[src/rtl/hsb_avst_axis_downsizer.sv]
// Avalon-ST to AXI4-Stream width downsizer: each accepted Avalon beat is replayed as
// up to C_RATIO narrower AXIS beats, trimmed on end-of-packet according to empty.
module hsb_avst_axis_downsizer #(
    parameter int C_BYTE_SWAP        = 1,
    parameter int C_AV_DATA_WIDTH    = 64,
    parameter int C_RATIO            = 2,
    parameter int C_AV_EMPTY_WIDTH   = 3,
    parameter int C_AXIS_TUSER_WIDTH = 1
) (
    input  logic                          clk,
    input  logic                          reset,
    input  logic                          av_sink_startofpacket,
    input  logic                          av_sink_endofpacket,
    input  logic                          av_sink_valid,
    output logic                          av_sink_ready,
    input  logic [C_AV_DATA_WIDTH-1:0]    av_sink_data,
    input  logic [C_AV_EMPTY_WIDTH-1:0]   av_sink_empty,
    output logic [C_AV_DATA_WIDTH/C_RATIO-1:0]     m_axis_tdata,
    output logic [C_AV_DATA_WIDTH/C_RATIO/8-1:0]   m_axis_tkeep,
    output logic [C_AXIS_TUSER_WIDTH-1:0] m_axis_tuser,
    output logic                          m_axis_tlast,
    output logic                          m_axis_tvalid,
    input  logic                          m_axis_tready,
    output logic                          proto_err
);

    localparam int AXW = C_AV_DATA_WIDTH / C_RATIO;
    localparam int AXB = AXW / 8;
    localparam int AVB = C_AV_DATA_WIDTH / 8;
    localparam int KW  = (C_RATIO > 1) ? $clog2(C_RATIO) : 1;
    localparam int RW  = $clog2(AXB + 1);

    typedef enum logic {IDLE, INPKT} pkt_state_t;

    logic [C_AV_DATA_WIDTH-1:0] held_data_reg;
    logic [KW-1:0]              k_reg;
    logic [KW-1:0]              last_k_reg;
    logic [RW-1:0]              rem_reg;
    logic                       sop_reg;
    logic                       eop_reg;
    logic                       tvalid_reg;
    logic                       rdy_en_reg;
    logic                       proto_err_reg;
    logic                       proto_err_next;
    pkt_state_t                 state_reg;
    pkt_state_t                 state_next;

    logic [31:0] empty_ext;
    logic [31:0] v_calc;
    logic [31:0] n_calc;
    logic        beat_last;
    logic        accept;

    logic [AXW-1:0] beat_word [C_RATIO];
    logic [AXB-1:0] keep_last;

    // Valid byte count V of the incoming beat and how many AXIS beats it needs.
    always_comb begin
        empty_ext = 32'(av_sink_empty);
        if (!av_sink_endofpacket)
            v_calc = 32'(AVB);
        else if (empty_ext >= 32'(AVB))
            v_calc = 32'd1;
        else
            v_calc = 32'(AVB) - empty_ext;
        n_calc = (v_calc + 32'(AXB) - 32'd1) / 32'(AXB);
    end

    assign beat_last     = (k_reg == last_k_reg);
    assign av_sink_ready = rdy_en_reg && (!tvalid_reg || (m_axis_tready && beat_last));
    assign accept        = av_sink_valid && av_sink_ready;

    always_ff @(posedge clk or posedge reset) begin
        if (reset) begin
            held_data_reg <= '0;
            k_reg         <= '0;
            last_k_reg    <= '0;
            rem_reg       <= '0;
            sop_reg       <= 1'b0;
            eop_reg       <= 1'b0;
            tvalid_reg    <= 1'b0;
            rdy_en_reg    <= 1'b0;
        end else begin
            rdy_en_reg <= 1'b1;
            if (accept) begin
                held_data_reg <= av_sink_data;
                k_reg         <= '0;
                last_k_reg    <= KW'(n_calc - 32'd1);
                rem_reg       <= RW'(v_calc - (n_calc - 32'd1) * 32'(AXB));
                sop_reg       <= av_sink_startofpacket;
                eop_reg       <= av_sink_endofpacket;
                tvalid_reg    <= 1'b1;
            end else if (tvalid_reg && m_axis_tready) begin
                if (beat_last)
                    tvalid_reg <= 1'b0;
                else
                    k_reg <= k_reg + KW'(1);
            end
        end
    end

    always_ff @(posedge clk or posedge reset) begin
        if (reset) begin
            state_reg     <= IDLE;
            proto_err_reg <= 1'b0;
        end else begin
            state_reg     <= state_next;
            proto_err_reg <= proto_err_next;
        end
    end

    // Violating beats are still forwarded; only the sticky flag records them.
    always_comb begin
        state_next     = state_reg;
        proto_err_next = proto_err_reg;
        if (accept) begin
            if ((state_reg == IDLE && !av_sink_startofpacket) ||
                (state_reg == INPKT && av_sink_startofpacket))
                proto_err_next = 1'b1;
            if (av_sink_endofpacket)
                state_next = IDLE;
            else if (av_sink_startofpacket)
                state_next = INPKT;
        end
    end

    // Per-beat output words are fixed slices of the holding register; k only selects.
    for (genvar gi = 0; gi < C_RATIO; gi++) begin : g_beat
        for (genvar gj = 0; gj < AXB; gj++) begin : g_lane
            if (C_BYTE_SWAP != 0) begin : g_swap
                assign beat_word[gi][gj*8 +: 8] = held_data_reg[(AVB-1-(gi*AXB+gj))*8 +: 8];
            end else begin : g_raw
                assign beat_word[gi][gj*8 +: 8] = held_data_reg[(C_RATIO-1-gi)*AXW + gj*8 +: 8];
            end
        end
    end

    for (genvar gi = 0; gi < AXB; gi++) begin : g_keep
        if (C_BYTE_SWAP != 0) begin : g_low
            assign keep_last[gi] = (32'(gi) < 32'(rem_reg));
        end else begin : g_high
            assign keep_last[gi] = (32'(gi) + 32'(rem_reg) >= 32'(AXB));
        end
    end

    assign m_axis_tvalid = tvalid_reg;
    assign m_axis_tdata  = beat_word[k_reg];
    assign m_axis_tkeep  = !tvalid_reg ? '0 : ((eop_reg && beat_last) ? keep_last : '1);
    assign m_axis_tlast  = tvalid_reg && eop_reg && beat_last;
    assign m_axis_tuser  = C_AXIS_TUSER_WIDTH'(tvalid_reg && sop_reg && (k_reg == '0));
    assign proto_err     = proto_err_reg;

endmodule
[config.mk]
export PLATFORM = sky130hd
export DESIGN_NAME = hsb_avst_axis_downsizer
export DESIGN_NICKNAME = d
export VERILOG_FILES = /design/src/rtl/hsb_avst_axis_downsizer.sv
export SDC_FILE = /design/constraint.sdc
export NUM_CORES = 1
export LEC_CHECK = 0
export BUFFER_PORTS_ARGS = -buffer_cell sky130_fd_sc_hd__buf_2
export CORE_ASPECT_RATIO = 1.25
export CORE_MARGIN = 5
export CORE_UTILIZATION = 47
export DETAILED_ROUTE_END_ITERATION = 6
export GPL_TIMING_DRIVEN = 1
export PLACE_DENSITY = 0.74
export SLEW_MARGIN = 20
export SYNTH_ARGS = -nofsm -noshare
export SYNTH_HDL_FRONTEND = slang
export SYNTH_SLANG_ARGS = --single-unit
[constraint.sdc]
create_clock -name clk -period 6 [get_ports clk]
set_clock_uncertainty 0.15 [all_clocks]
set_input_delay 0.6 -clock clk [delete_from_list [all_inputs] [get_ports clk]]
set_output_delay 0.6 -clock clk [all_outputs]
set_load 0.05 [all_outputs]
== Word level (Yosys, flattened, before mapping) ==
Index checks and enable logic that the tools add are counted.
Storage, ports and cells
  memories kept: 0
  flip-flop bits (word level): 75
  latch bits: 0
  input port bits: 73
  memory bits (read-only): 0
  bits in writable memories: 0
Operators by class
  reduce and logical (&&, ||, !) cells: 22
  order comparisons: 5
  bitwise gates (word level): 3
  muxes and demuxes: 14
  equal/unequal tests: 2
  divide/modulo/power cells: 0
  multipliers: 0
  shift operators: 0
  $add $sub $neg: 6
Operators by type and width (number)
  2-to-1 mux 32 bit: 3
  logical AND 1 bit: 11
  2-to-1 mux 1 bit: 8
  2-to-1 mux 4 bit: 2
  AND reduction 2 bit: 4
  < comparator 1 x 3 -> 1 bit (first input constant): 2
  < comparator 2 x 3 -> 1 bit (first input constant): 2
  nonzero test 2 bit: 3
  adder 3 bit (second input constant): 1
  2-to-1 mux 3 bit: 1
  subtractor 1 x 3 -> 3 bit (first input constant): 1
  subtractor 3 x 1 -> 3 bit (second input constant): 1
  subtractor 3 bit: 1
  >= comparator 2 bit (second input constant): 1
  logical NOT 1 bit: 2
  logical OR 1 bit: 2
  != test 2 x 1 -> 1 bit (second input constant): 1
  inverter 1 bit: 2
  inverter 1 -> 2 bit: 1
  adder 1 bit (second input constant): 1
  equality test 1 bit: 1
  subtractor 1 bit (second input constant): 1

== Depth between registers and ports, before layout ==
Gate-level depths: netlist of run 1.
  depth after elaboration: 7
  mapped depth: 6

== Least setup slack after synthesis of run 1 ==
No wires, ideal clock.
  path kind: register to output
  start: register tvalid_reg, in the netlist m_axis_tvalid
  end: output port m_axis_tuser
  setup slack: 3.183 ns
  required time: 5.250 ns
  cell stages (with the launch flop): 3
  arrival: 2.067 ns
  path through: dfrtp_1 -> inv_1 -> nor3b_1
On the way
  cells in the longest elaborated chain, start to end: 2
Ends and longest elaborated chain
  start, declared: line 41  | logic tvalid_reg;
  start signal, assigned: line 81  | tvalid_reg <= 1'b0;
  start signal, assigned: line 92  | tvalid_reg <= 1'b1;
  start signal, assigned: line 95  | tvalid_reg <= 1'b0;
  logical AND 1 bit (2 in a row): line 150  | assign m_axis_tuser = C_AXIS_TUSER_WIDTH'(tvalid_reg && sop_reg && (k_reg == '0));
  end, declared: line 20  | output logic [C_AXIS_TUSER_WIDTH-1:0] m_axis_tuser,
No other way between the ends.

== Final worst setup path of run 1 ==
  start: register last_k_reg
  end: register held_data_reg[59]
On the way
  cells in the longest elaborated chain, start to end: 5
Ends and longest elaborated chain
  start, declared: line 37  | logic [KW-1:0] last_k_reg;
  start signal, assigned: line 88  | last_k_reg <= KW'(n_calc - 32'd1);
  equality test 1 bit: line 69  | assign beat_last = (k_reg == last_k_reg);
  logical AND 1 bit: line 70  | assign av_sink_ready = rdy_en_reg && (!tvalid_reg || (m_axis_tready && beat_last));
  logical OR 1 bit: line 70
  logical AND 1 bit: line 70
  logical AND 1 bit: line 71  | assign accept = av_sink_valid && av_sink_ready;
  end signal, assigned: line 86  | held_data_reg <= av_sink_data;
  end, declared: line 35  | logic [C_AV_DATA_WIDTH-1:0] held_data_reg;
No other way between the ends.
A chain may end at the register's enable or synchronous reset.

==> results of run 1 <==
## worst max-delay path, delay by kind of cell (launching register included)
family / cells / cell delay (ns)
buffers and inverters: 1 / 0.64
xor gates and xnor gates: 1 / 0.28
AOI/OAI and AO/OA: 1 / 0.60
DFF: 1 / 0.45
muxes: 1 / 0.40
## synthesized netlist by cell type, drive strengths merged (2+ instances only)
master  instances  area share [%]
inv             6            0.62
and2            3            0.52
nand2           5            0.52
o21a            2            0.41
mux2i           2            0.55
buf             9             2.7
o21ai           2            0.28
and3            2            0.34
mux2          102              38
clkbuf          3            0.31
xnor2           3            0.93
dfrtp          75              52
a21o            2            0.41
## logic make-up (layout without fill, tap and decap cells)
group                    count (synthesis)  count (layout)
multiplexers                           104             104
adder cells (fa/ha/maj)                  1               1
AND/OR/NAND/NOR                         15              15
other                                    1               1
XOR/XNOR                                 3               3
AO/OA/AOI/OAI                           11              11
buffers and inverters                   18             138
flip-flops                              75              75
## per-layer routing
metal / up-vias / GRT usage (%) / wire length, µm
li1: 1035 / - / -
met1: 1077 / 20.31 / 3081
met2: 57 / 24.84 / 3657
met3: 11 / 2.896 / 384
met4: 0 / 8.099 / 172
met5: - / 0 / 0
## final cells by class
cell class                 instances  share of cell area [%]
sequential                        75                   42.34
inverter                           6                  0.5080
timing repair buffer             116                   13.27
clock inverter                     5                   1.411
multi-input combinational        135                   36.92
tap                               92                   2.597
clock buffer                      11                   2.964
## through the flow
step,instances,instance area [µm²],setup slack (ns)
after floorplan,228,3636,3.183
after detailed placement,424,4239,3.166
after global placement,424,4239,3.188
final,440,4433,3.323
after global routing,440,4433,3.220
after CTS,440,4433,3.364
## placed cells by master (no fill, tap or decap), drive strengths merged, types with 2 or more instances in the layout
| cell type | Yosys | routed |
|---|---|---|
| dfrtp | 75 | 75 |
| mux2 | 102 | 102 |
| and2 | 3 | 3 |
| clkinvlp | 0 | 2 |
| nand2 | 5 | 5 |
| inv | 6 | 7 |
| and3 | 2 | 2 |
| a21o | 2 | 2 |
| xnor2 | 3 | 3 |
| mux2i | 2 | 2 |
| buf | 9 | 116 |
| o21ai | 2 | 2 |
| o21a | 2 | 2 |
| clkbuf | 3 | 11 |
## path summary, 6_finish.rpt
| kind | start | to |
|---|---|---|
| setup reg to reg | last_k_reg$_DFFE_PP0P_ | held_data_reg[59]$_DFFE_PP0P_ |
| hold / removal | proto_err$_DFFE_PP0P_ | proto_err$_DFFE_PP0P_ |
| hold reg to reg | proto_err$_DFFE_PP0P_ | proto_err$_DFFE_PP0P_ |
| setup / recovery | last_k_reg$_DFFE_PP0P_ | held_data_reg[59]$_DFFE_PP0P_ |
| max in group asynchronous | reset | state_reg$_DFFE_PP0P_ |
| min in group asynchronous | reset | held_data_reg[3]$_DFFE_PP0P_ |
==> summary.txt, run 1 <==
Status
  – Status: finished, final reports clean

Layout
  – Max FFs per register: 64
  – Multi-input logic area: 0.001637 mm²
  – Total area of sequential cells: 0.001877 mm²
  – Filler cells: 623
  – Antenna cells: 0
  – Share of cells above drive strength 1: 67.82%
  – Layout net count: 417
  – Area Overhead vs Synth: 21.92%
  – Util after Layout: 59.55%

Clock network
  – Clock latency on the worst-skew pair: 0.34 ns
  – # H-tree levels: 3
  – Clk sink count: 75
  – Post-CTS Setup Inserts: 0
  – CTS tree: built
  – Hold buffer count at CTS: 0
  – CTS buffer count: 9
  – CTS clk-pin slew, worst paths: 0.08 ns
  – CTS resizes: 0
  – Clock Tree Root: clkbuf_8
  – CTS max path bufs: 2

Global route
  – GRT Resource Usage Total: 15.70%
  – Largest net degree at the start of global routing: 76
  – Initial antenna violation count: 0
  – First-pass GRT wire length: 11410 µm
  – Gr ovfl total: 0
  – Vias in the first global route: 2307

Synth
  – Post-Synth Simple-Gate Area: 2.306%
  – Synth async-reset ratio: 100.0%
  – XOR/XNOR share of the synthesized area: 0.9291%
  – Syn_nets: 302
  – Synth Area in Compound Gates: 2.134%
  – #FFs+latches synth: 75
  – Mux contribution to synthesized area: 38.95%
  – Synth Warn #: 0
  – Seq/Total Area, Yosys: 51.62%
  – Syn Inst Count: 228
  – Post-synth EDFFs: 0
  – Largest family of logic cells by synthesized area: multiplexers
  – Syn Area/Cell: 15.95 µm²
  – Top_reg_cell synth: dfrtp_1
  – Syn Std Cell Area: 0.003636 mm²
  – Synth Area in Adders: 0.3441%
  – Yosys cell types: 28

Floorplanning
  – Initial Util: 48.84%
  – Die span in y: 108.3 µm
  – Die ar.: 0.009606 mm²
  – Die width: 88.67 µm
  – # rows: 35
  – Io pins: 114
  – Core area: 0.007445 mm²

Place
  – Number of port buffers: 113
  – GPL Wtd Cong: 0.6933
  – Dpl hpwl: 5066 µm

Drt
  – Initial drt markers: 67
  – Post-DR vias/cell: 4.955
  – WL final: 7296 µm
  – Via count: 2180
  – Drt wl/cell: 16.58 µm
  – Routed Antenna Nets: 0
  – Residual DRC count: 0
  – DR pass1 iterations: 4

STA
  – Worst Tran Pin Value: 0.9337 ns
  – Slew headroom: 37.75%
  – Hold WS: 0.3181 ns
  – Final setup violation count: 0
  – RSZ-0062 raised after global routing: false
  – Achievable clock frequency: 373.6 MHz
  – Final hold violations: 0
  – Setup TNS Final: 0 ns
  – Slew Viols, Final: 0
  – Min Tclk post-route: 2.677 ns
  – Final worst path period share: 44.62%

Worst setup path
  – Flop2flop setup slack: 3.32 ns
  – Crit. End Element: register
  – Worst path cell trace: xnor2_2 -> a22o_4 -> buf_4 -> mux2_2
  – Crit path DAT: 2.75 ns
  – Crit start category: register
  – CP required: 6.08 ns
  – Slowest cell on the critical path: buf_4
  – Worst stage delay on the critical path: 0.64 ns
  – R2R depth: 4
  – WS Path Type: register to register
  – Crit-path max FO: 37

Worst hold path
  – Min-Delay Path Class: register to register
  – WHS Path Cells: 1

Run
  – Max Cap Viol: 0
Power of run 1 is not shown: default switching activity piles up to over one toggle a cycle in this logic, so the estimate is an artifact.
==> inputs of run 2 (changes only) <==
--- a/config.mk
+++ b/config.mk
@@ -8,10 +8,10 @@
 export BUFFER_PORTS_ARGS = -buffer_cell sky130_fd_sc_hd__buf_2
 export CORE_ASPECT_RATIO = 1.25
 export CORE_MARGIN = 5
-export CORE_UTILIZATION = 47
+export CORE_UTILIZATION = 46
 export DETAILED_ROUTE_END_ITERATION = 6
 export GPL_TIMING_DRIVEN = 1
-export PLACE_DENSITY = 0.74
+export PLACE_DENSITY = 0.76
 export SLEW_MARGIN = 20
 export SYNTH_ARGS = -nofsm -noshare
 export SYNTH_HDL_FRONTEND = slang
==> constraint.sdc (replaced) <==
create_clock -name clk -period 2.3 [get_ports clk]
set_clock_uncertainty 0.15 [all_clocks]
set_input_delay 0.23 -clock clk [delete_from_list [all_inputs] [get_ports clk]]
set_output_delay 0.23 -clock clk [all_outputs]
set_load 0.05 [all_outputs]
==> run 2 against run 1 <==
Against the previous run: clock-buffer cell count fell by 1; worst setup slack got worse by 3.2 ns; first-iteration DRC count rose by 10%; critical path type is now register to output pin; final area rose by 17%; sequential share of layout area fell by 6.2 points; routed wire length rose by 17%; sequential cell count did not move; largest cell class unchanged.
==> summary.txt, run 2 (same netlist as run 1, synthesis figures left out) <==
Global route
  – Initial antenna violation count: 0 (unchanged)
  – Largest net degree at the start of global routing: 43 (-43%)
  – Vias in the first global route: 2723 (+18%)
  – Gr ovfl total: 0 (unchanged)
  – GRT Resource Usage Total: 17.83% (+2.1 points)
  – First-pass GRT wire length: 13030 µm (+14%)

Worst setup path
  – WS Path Type: register to output pin
  – Crit start category: register
  – Worst stage delay on the critical path: 0.46 ns (-0.18 ns)
  – CP required: 1.92 ns (-4.16 ns)
  – Crit-path max FO: 35 (-5.4%)
  – Slowest cell on the critical path: buf_4
  – Worst path cell trace: buf_4 -> mux2_2 -> buf_2
  – CP bufs+invs: 2 (+1)
  – Crit path DAT: 1.83 ns (-0.92 ns)
  – Top Family by Delay on Critical Path: buffers and inverters
  – Crit. End Element: output pin

Layout
  – Most frequent cells in the layout: buf_2, dfrtp_1, dlygate4sd3_1
  – Area Overhead vs Synth: 42.88%
  – Max FFs per register: 64 (unchanged)
  – Share of cells above drive strength 1: 57.52% (-10 points)
  – Layout net count: 488 (+17%)
  – Most common cell after layout, fill and taps aside: buf_2
  – Util after Layout: 67.05% (+7.5 points)
  – Cell Count, Final, Fillers Out: 515 (+17%)

STA
  – Worst Tran Pin Value: 0.5307 ns (-0.4030 ns)
  – Final worst path period share: 96.21%
  – Min Tclk post-route: 2.213 ns
  – Slew headroom: 64.62% (+27 points)
  – Setup TNS Final: 0 ns (unchanged)
  – Final hold violations: 0 (unchanged)
  – RSZ-0062 raised after global routing: false
  – Achievable clock frequency: 451.9 MHz
  – Slew Viols, Final: 0 (unchanged)
  – Hold WS: 0.04237 ns (-0.2758 ns)
  – Final setup violation count: 0 (unchanged)

Place
  – GPL Wtd Cong: 0.7775 (+12%)
  – Number of port buffers: 113 (unchanged)
  – Cells after DPL: 430 (+1.4%)
  – Dpl hpwl: 5141 µm (+1.5%)

Floorplanning
  – Initial Util: 46.93% (-1.9 points)
  – Die span in y: 109.4 µm (+0.98%)
  – Die width: 89.52 µm (+0.96%)
  – # rows: 36 (+2.9%)
  – Die ar.: 0.009793 mm² (+2.0%)
  – Io pins: 114 (unchanged)
  – Core area: 0.007747 mm² (+4.1%)

Drt
  – DR pass1 iterations: 4 (unchanged)
  – WL final: 8566 µm (+17%)
  – Residual DRC count: 0 (unchanged)
  – Post-DR vias/cell: 4.874 (-1.6%)
  – Drt wl/cell: 16.63 µm (+0.31%)
  – Routed Antenna Nets: 0 (unchanged)
  – Via count: 2510 (+15%)
  – Initial drt markers: 74 (+10%)

Pwr
  – Switching pwr: 3.770 mW
  – Sw frac: 45.07%
  – Logic pwr share: 58.2%
  – Power per Cell Area: 1610 mW/mm²
  – Leak: 2.500 nW
  – Seq pwr share: 28.5%
  – Peak supply drop: 1.063 mV
  – Pint: 4.594 mW
  – Overall power: 8.363 mW
  – Power share of the clock group: 13.2%

Clock network
  – # H-tree levels: 3 (unchanged)
  – CTS tree: built
  – Clock latency on the worst-skew pair: 0.33 ns (about the same)
  – CTS clk-pin slew, worst paths: 0.08 ns (about the same)
  – CTS max path bufs: 2 (unchanged)
  – Clock Tree Root: clkbuf_8
  – CTS buffer count: 9 (unchanged)
  – CTS resizes: 0 (unchanged)
  – Clk sink count: 75 (unchanged)

Run
  – Max Cap Viol: 0 (unchanged)

Worst hold path
  – Min-Delay Path Class: input port to register

Status
  – Status: finished, final reports clean
-- run 2: cell count changes in the layout (fill, tap and decap cells not counted), sizes merged --
cell,change
bufinv,+1
diode,+1
buf,+3
clkbuf,-1
dlygate4sd3,+68
-- run 2: per-stage QoR --
| stage | setup slack [ns] | instance area (µm²) |
|---|---|---|
| floorplan | 0.01003 | 3641 |
| global placement | 0.3849 | 4295 |
| detailed placement | 0.3805 | 4295 |
| CTS | 0.06336 | 5192 |
| global route | 0.001764 | 5192 |
| finish | 0.08722 | 5195 |
-- run 2: worst min-delay path, stage by stage --
cell and delay, ns:
buf_2 0.13, nand4_1 0.07, a22oi_1 0.06
-- run 2: worst paths after layout --
kind / depth (start not counted) / start / slack (ns) / end
setup / recovery: 3 / k_reg$_DFFE_PP0P_ / 0.09 / m_axis_tdata[31]
hold / removal: 3 / m_axis_tready / 0.04 / state_reg$_DFFE_PP0P_
setup reg to reg: 4 / k_reg$_DFFE_PP0P_ / 0.37 / held_data_reg[16]$_DFFE_PP0P_
hold reg to reg: 1 / proto_err$_DFFE_PP0P_ / 0.31 / proto_err$_DFFE_PP0P_
max in group asynchronous: 4 / reset / 1.19 / k_reg$_DFFE_PP0P_
min in group asynchronous: 4 / reset / 0.40 / held_data_reg[22]$_DFFE_PP0P_
-- run 2: power by group through the flow --
stage / Sequential, mW / Combinational [mW] / Clock [mW]
6_report: 2.39 / 4.87 / 1.11
5_1_grt: 2.46 / 5.09 / 1.19
4_1_cts: 2.38 / 4.87 / 1.14
3_5_place_dp: 2.37 / 4.77 / 0
3_3_place_gp: 2.36 / 4.71 / 0
2_1_floorplan: 2.29 / 4.00 / 0
-- run 2: what timing repair did --
| item | 4_1_cts | 5_1_grt |
|---|---|---|
| setup endpoints to repair | 0 | 0 |
| buffers inserted | 0 | 0 |
| hold endpoints to repair | 142 | 0 |
| hold buffers | 68 | 0 |
-- run 2: layout make-up --
| cell class | instances | area [µm²] |
|---|---|---|
| multi-input cells | 135 | 1642 |
| clock buffers | 10 | 127.6 |
| clock inverters | 6 | 88.84 |
| inverters | 6 | 22.52 |
| repair buffers | 187 | 1316 |
| fillers | 548 | 2552 |
| flip-flops and latches | 75 | 1877 |
| well taps | 95 | 118.9 |
| diodes | 1 | 2.502 |
-- run 2: per-layer routing --
layer	track usage, %	part of all wire (%)	routed length [µm]	vias to the layer above
li1	-	-	-	1175
met1	19.95	39	3304	1256
met2	31.77	54	4668	62
met3	4.723	4.8	408	17
met4	6.915	2.2	185	0
met5	0	0	0	-
Power figures use the tool's default switching activity.
==> inputs of run 3 (changes only) <==
--- a/config.mk
+++ b/config.mk
@@ -10,7 +10,7 @@
 export CORE_MARGIN = 5
 export CORE_UTILIZATION = 46
 export DETAILED_ROUTE_END_ITERATION = 6
-export GPL_TIMING_DRIVEN = 1
+export GPL_TIMING_DRIVEN = 0
 export PLACE_DENSITY = 0.76
 export SLEW_MARGIN = 20
 export SYNTH_ARGS = -nofsm -noshare
==> run 3 against run 2 <==
Against the previous run: worst setup slack better by 0.021 ns; fmax up 0.98%; global-route usage increased by 1.1 points; final cell count grew 0.97%; sequential share of layout area shrank 0.46 points; non-clock buffer count increased by 6; sequential power barely moved; utilization is 0.86 points higher; critical path depth is 1 higher; clock-buffer cell count grew 2; worst hold slack got worse by 0.019 ns; clock power about the same.
==> summary.txt, run 3 (same netlist as run 1, synthesis figures left out) <==
Clock network
  – Post-CTS Setup Inserts: 0 (unchanged)
  – Clock Tree Root: clkbuf_8
  – CTS buffer count: 9 (unchanged)
  – CTS tree: built
  – Clk sink count: 75 (unchanged)
  – CTS clk-pin slew, worst paths: 0.07 ns (about the same)
  – # H-tree levels: 3 (unchanged)
  – Clock latency on the worst-skew pair: 0.34 ns (about the same)
  – CTS max path bufs: 2 (unchanged)

Global route
  – Largest net degree at the start of global routing: 40 (-7.0%)
  – GRT Resource Usage Total: 18.96% (+1.1 points)
  – First-pass GRT wire length: 13750 µm (+5.6%)
  – Vias in the first global route: 2841 (+4.3%)
  – Initial antenna violation count: 0 (unchanged)
  – Gr ovfl total: 0 (unchanged)

Worst setup path
  – Crit-path max FO: 10 (-71%)
  – Reg-to-Reg Start: k_reg$_DFFE_PP0P_
  – Crit. End Element: output pin
  – Reg2reg end: rem_reg[2]$_DFFE_PP0P_
  – WS Path Type: register to output pin
  – Flop2flop setup slack: 0.38 ns (about the same)
  – Crit path DAT: 1.81 ns (-0.02 ns)
  – CP required: 1.92 ns (about the same)
  – R2R depth: 6 (+2)
  – Crit start category: register

Drt
  – WL final: 8929 µm (+4.2%)
  – DR pass1 iterations: 4 (unchanged)
  – Post-DR vias/cell: 4.902 (+0.58%)
  – Routed Antenna Nets: 0 (unchanged)
  – Initial drt markers: 73 (-1.4%)
  – Residual DRC count: 0 (unchanged)
  – Via count: 2549 (+1.6%)
  – Drt wl/cell: 17.17 µm (+3.2%)

Layout
  – Max FFs per register: 64 (unchanged)
  – Area Overhead vs Synth: 44.70%
  – Cell Count, Final, Fillers Out: 520 (+0.97%)
  – Filler cells: 536 (-2.2%)
  – Share of cells above drive strength 1: 58.12% (+0.60 points)
  – Multi-input logic area: 0.001644 mm² (+0.15%)
  – Most common cell after layout, fill and taps aside: buf_2
  – Total area of sequential cells: 0.001877 mm² (unchanged)
  – Antenna cells: 0 (-1)
  – Fin area: 0.005261 mm² (+1.3%)
  – Most frequent cells in the layout: buf_2, dfrtp_1, dlygate4sd3_1
  – Layout net count: 494 (+1.2%)

Floorplanning
  – Die ar.: 0.009793 mm² (unchanged)
  – Die width: 89.52 µm (unchanged)
  – Io pins: 114 (unchanged)
  – # rows: 36 (unchanged)
  – Die span in y: 109.4 µm (unchanged)
  – Core area: 0.007747 mm² (unchanged)
  – Initial Util: 46.93% (unchanged)

Worst hold path
  – Min-Delay Path Class: input port to register
  – WHS Path Cells: 3 (unchanged)
  – Hold Path Origin: av_sink_empty[0]
  – Hold EP: rem_reg[0]$_DFFE_PP0P_

STA
  – Final worst path period share: 95.28% (-0.93 points)
  – Achievable clock frequency: 456.3 MHz (+0.98%)
  – Hold WS: 0.02297 ns (-0.01940 ns)
  – Final setup violation count: 0 (unchanged)
  – Min Tclk post-route: 2.191 ns (-0.02140 ns)
  – Final hold violations: 0 (unchanged)
  – Setup ws final: 0.1086 ns (+0.02140 ns)
  – RSZ-0062 raised after global routing: false
  – Slew Viols, Final: 0 (unchanged)

Place
  – Number of port buffers: 113 (unchanged)
  – Cells after DPL: 437 (+1.6%)
  – Post-DP Area: 0.004348 mm² (+1.2%)
  – Place WS: 0.2384 ns (-0.1421 ns)
  – GPL Wtd Cong: 0.8091 (+4.1%)
  – Dpl hpwl: 5851 µm (+14%)

Pwr
  – Overall power: 8.497 mW (+1.6%)
  – Power per Cell Area: 1615 mW/mm² (+0.32%)
  – Leak: 2.541 nW (+1.6%)
  – Peak supply drop: 1.014 mV (-4.6%)

Run
  – Max Cap Viol: 0 (unchanged)

Status
  – Status: finished, final reports clean
[run 3: metal layers]
| metal | vias to the layer above | wire length [µm] | global-route usage, % |
|---|---|---|---|
| met4 | 0 | 200 | 9.362 |
| met1 | 1272 | 3442 | 21.48 |
| met3 | 18 | 462 | 3.748 |
| met2 | 69 | 4823 | 33.40 |
| li1 | 1190 | - | - |
| met5 | - | 0 | 0 |
[run 3: timing repair]
| action | 4_1_cts | 5_1_grt |
|---|---|---|
| hold buffers | 67 | 0 |
| resized for setup | 3 | 1 |
| cloned | 0 | 0 |
| endpoints found under the setup margin | 28 | 1 |
| endpoints found under the hold margin | 102 | 0 |
[run 3: worst max-delay path, cell delays in order, from the launching register on]
cell and delay, ns:
dfrtp_1 0.32, buf_4 0.20, clkbuf_2 0.33, mux2_2 0.39, buf_2 0.21
[run 3: layout make-up]
class / count / area share, %
Sequential cell: 75 / 35.67
Tap cell: 95 / 2.259
Buffer: 12 / 2.140
Clock buffer: 12 / 2.949
Clock inverter: 4 / 1.379
Multi-Input combinational cell: 135 / 31.25
Inverter: 6 / 0.4756
Timing Repair Buffer: 181 / 23.88
[run 3: worst max-delay path by stage]
stage	cells after the start	startpoint	endpoint	slack [ns]
final	4	k_reg$_DFFE_PP0P_	m_axis_tdata[28]	0.11
after global placement	2	reset	rem_reg[0]$_DFFE_PP0P_	-0.87
after floorplan	1	reset	eop_reg$_DFFE_PP0P_	0.01
after CTS	5	k_reg$_DFFE_PP0P_	m_axis_tkeep[0]	0.06
after global routing	5	k_reg$_DFFE_PP0P_	m_axis_tkeep[0]	0.04
after detailed placement	4	k_reg$_DFFE_PP0P_	m_axis_tdata[28]	0.24
[run 3: report_power, final]
group	switching [mW]	internal (mW)	leakage (nW)
clock network	0.472	0.669	0.113
logic	2.92	2.06	1.55
registers	0.394	1.98	0.881
[run 3: metrics by stage]
stage / util [%] / TNS (ns)
after detailed placement: 56.12 / 0
final: 67.91 / 0
after CTS: 67.76 / 0
after global placement: 55.83 / -65.27
after floorplan: - / 0
after global routing: 67.91 / 0
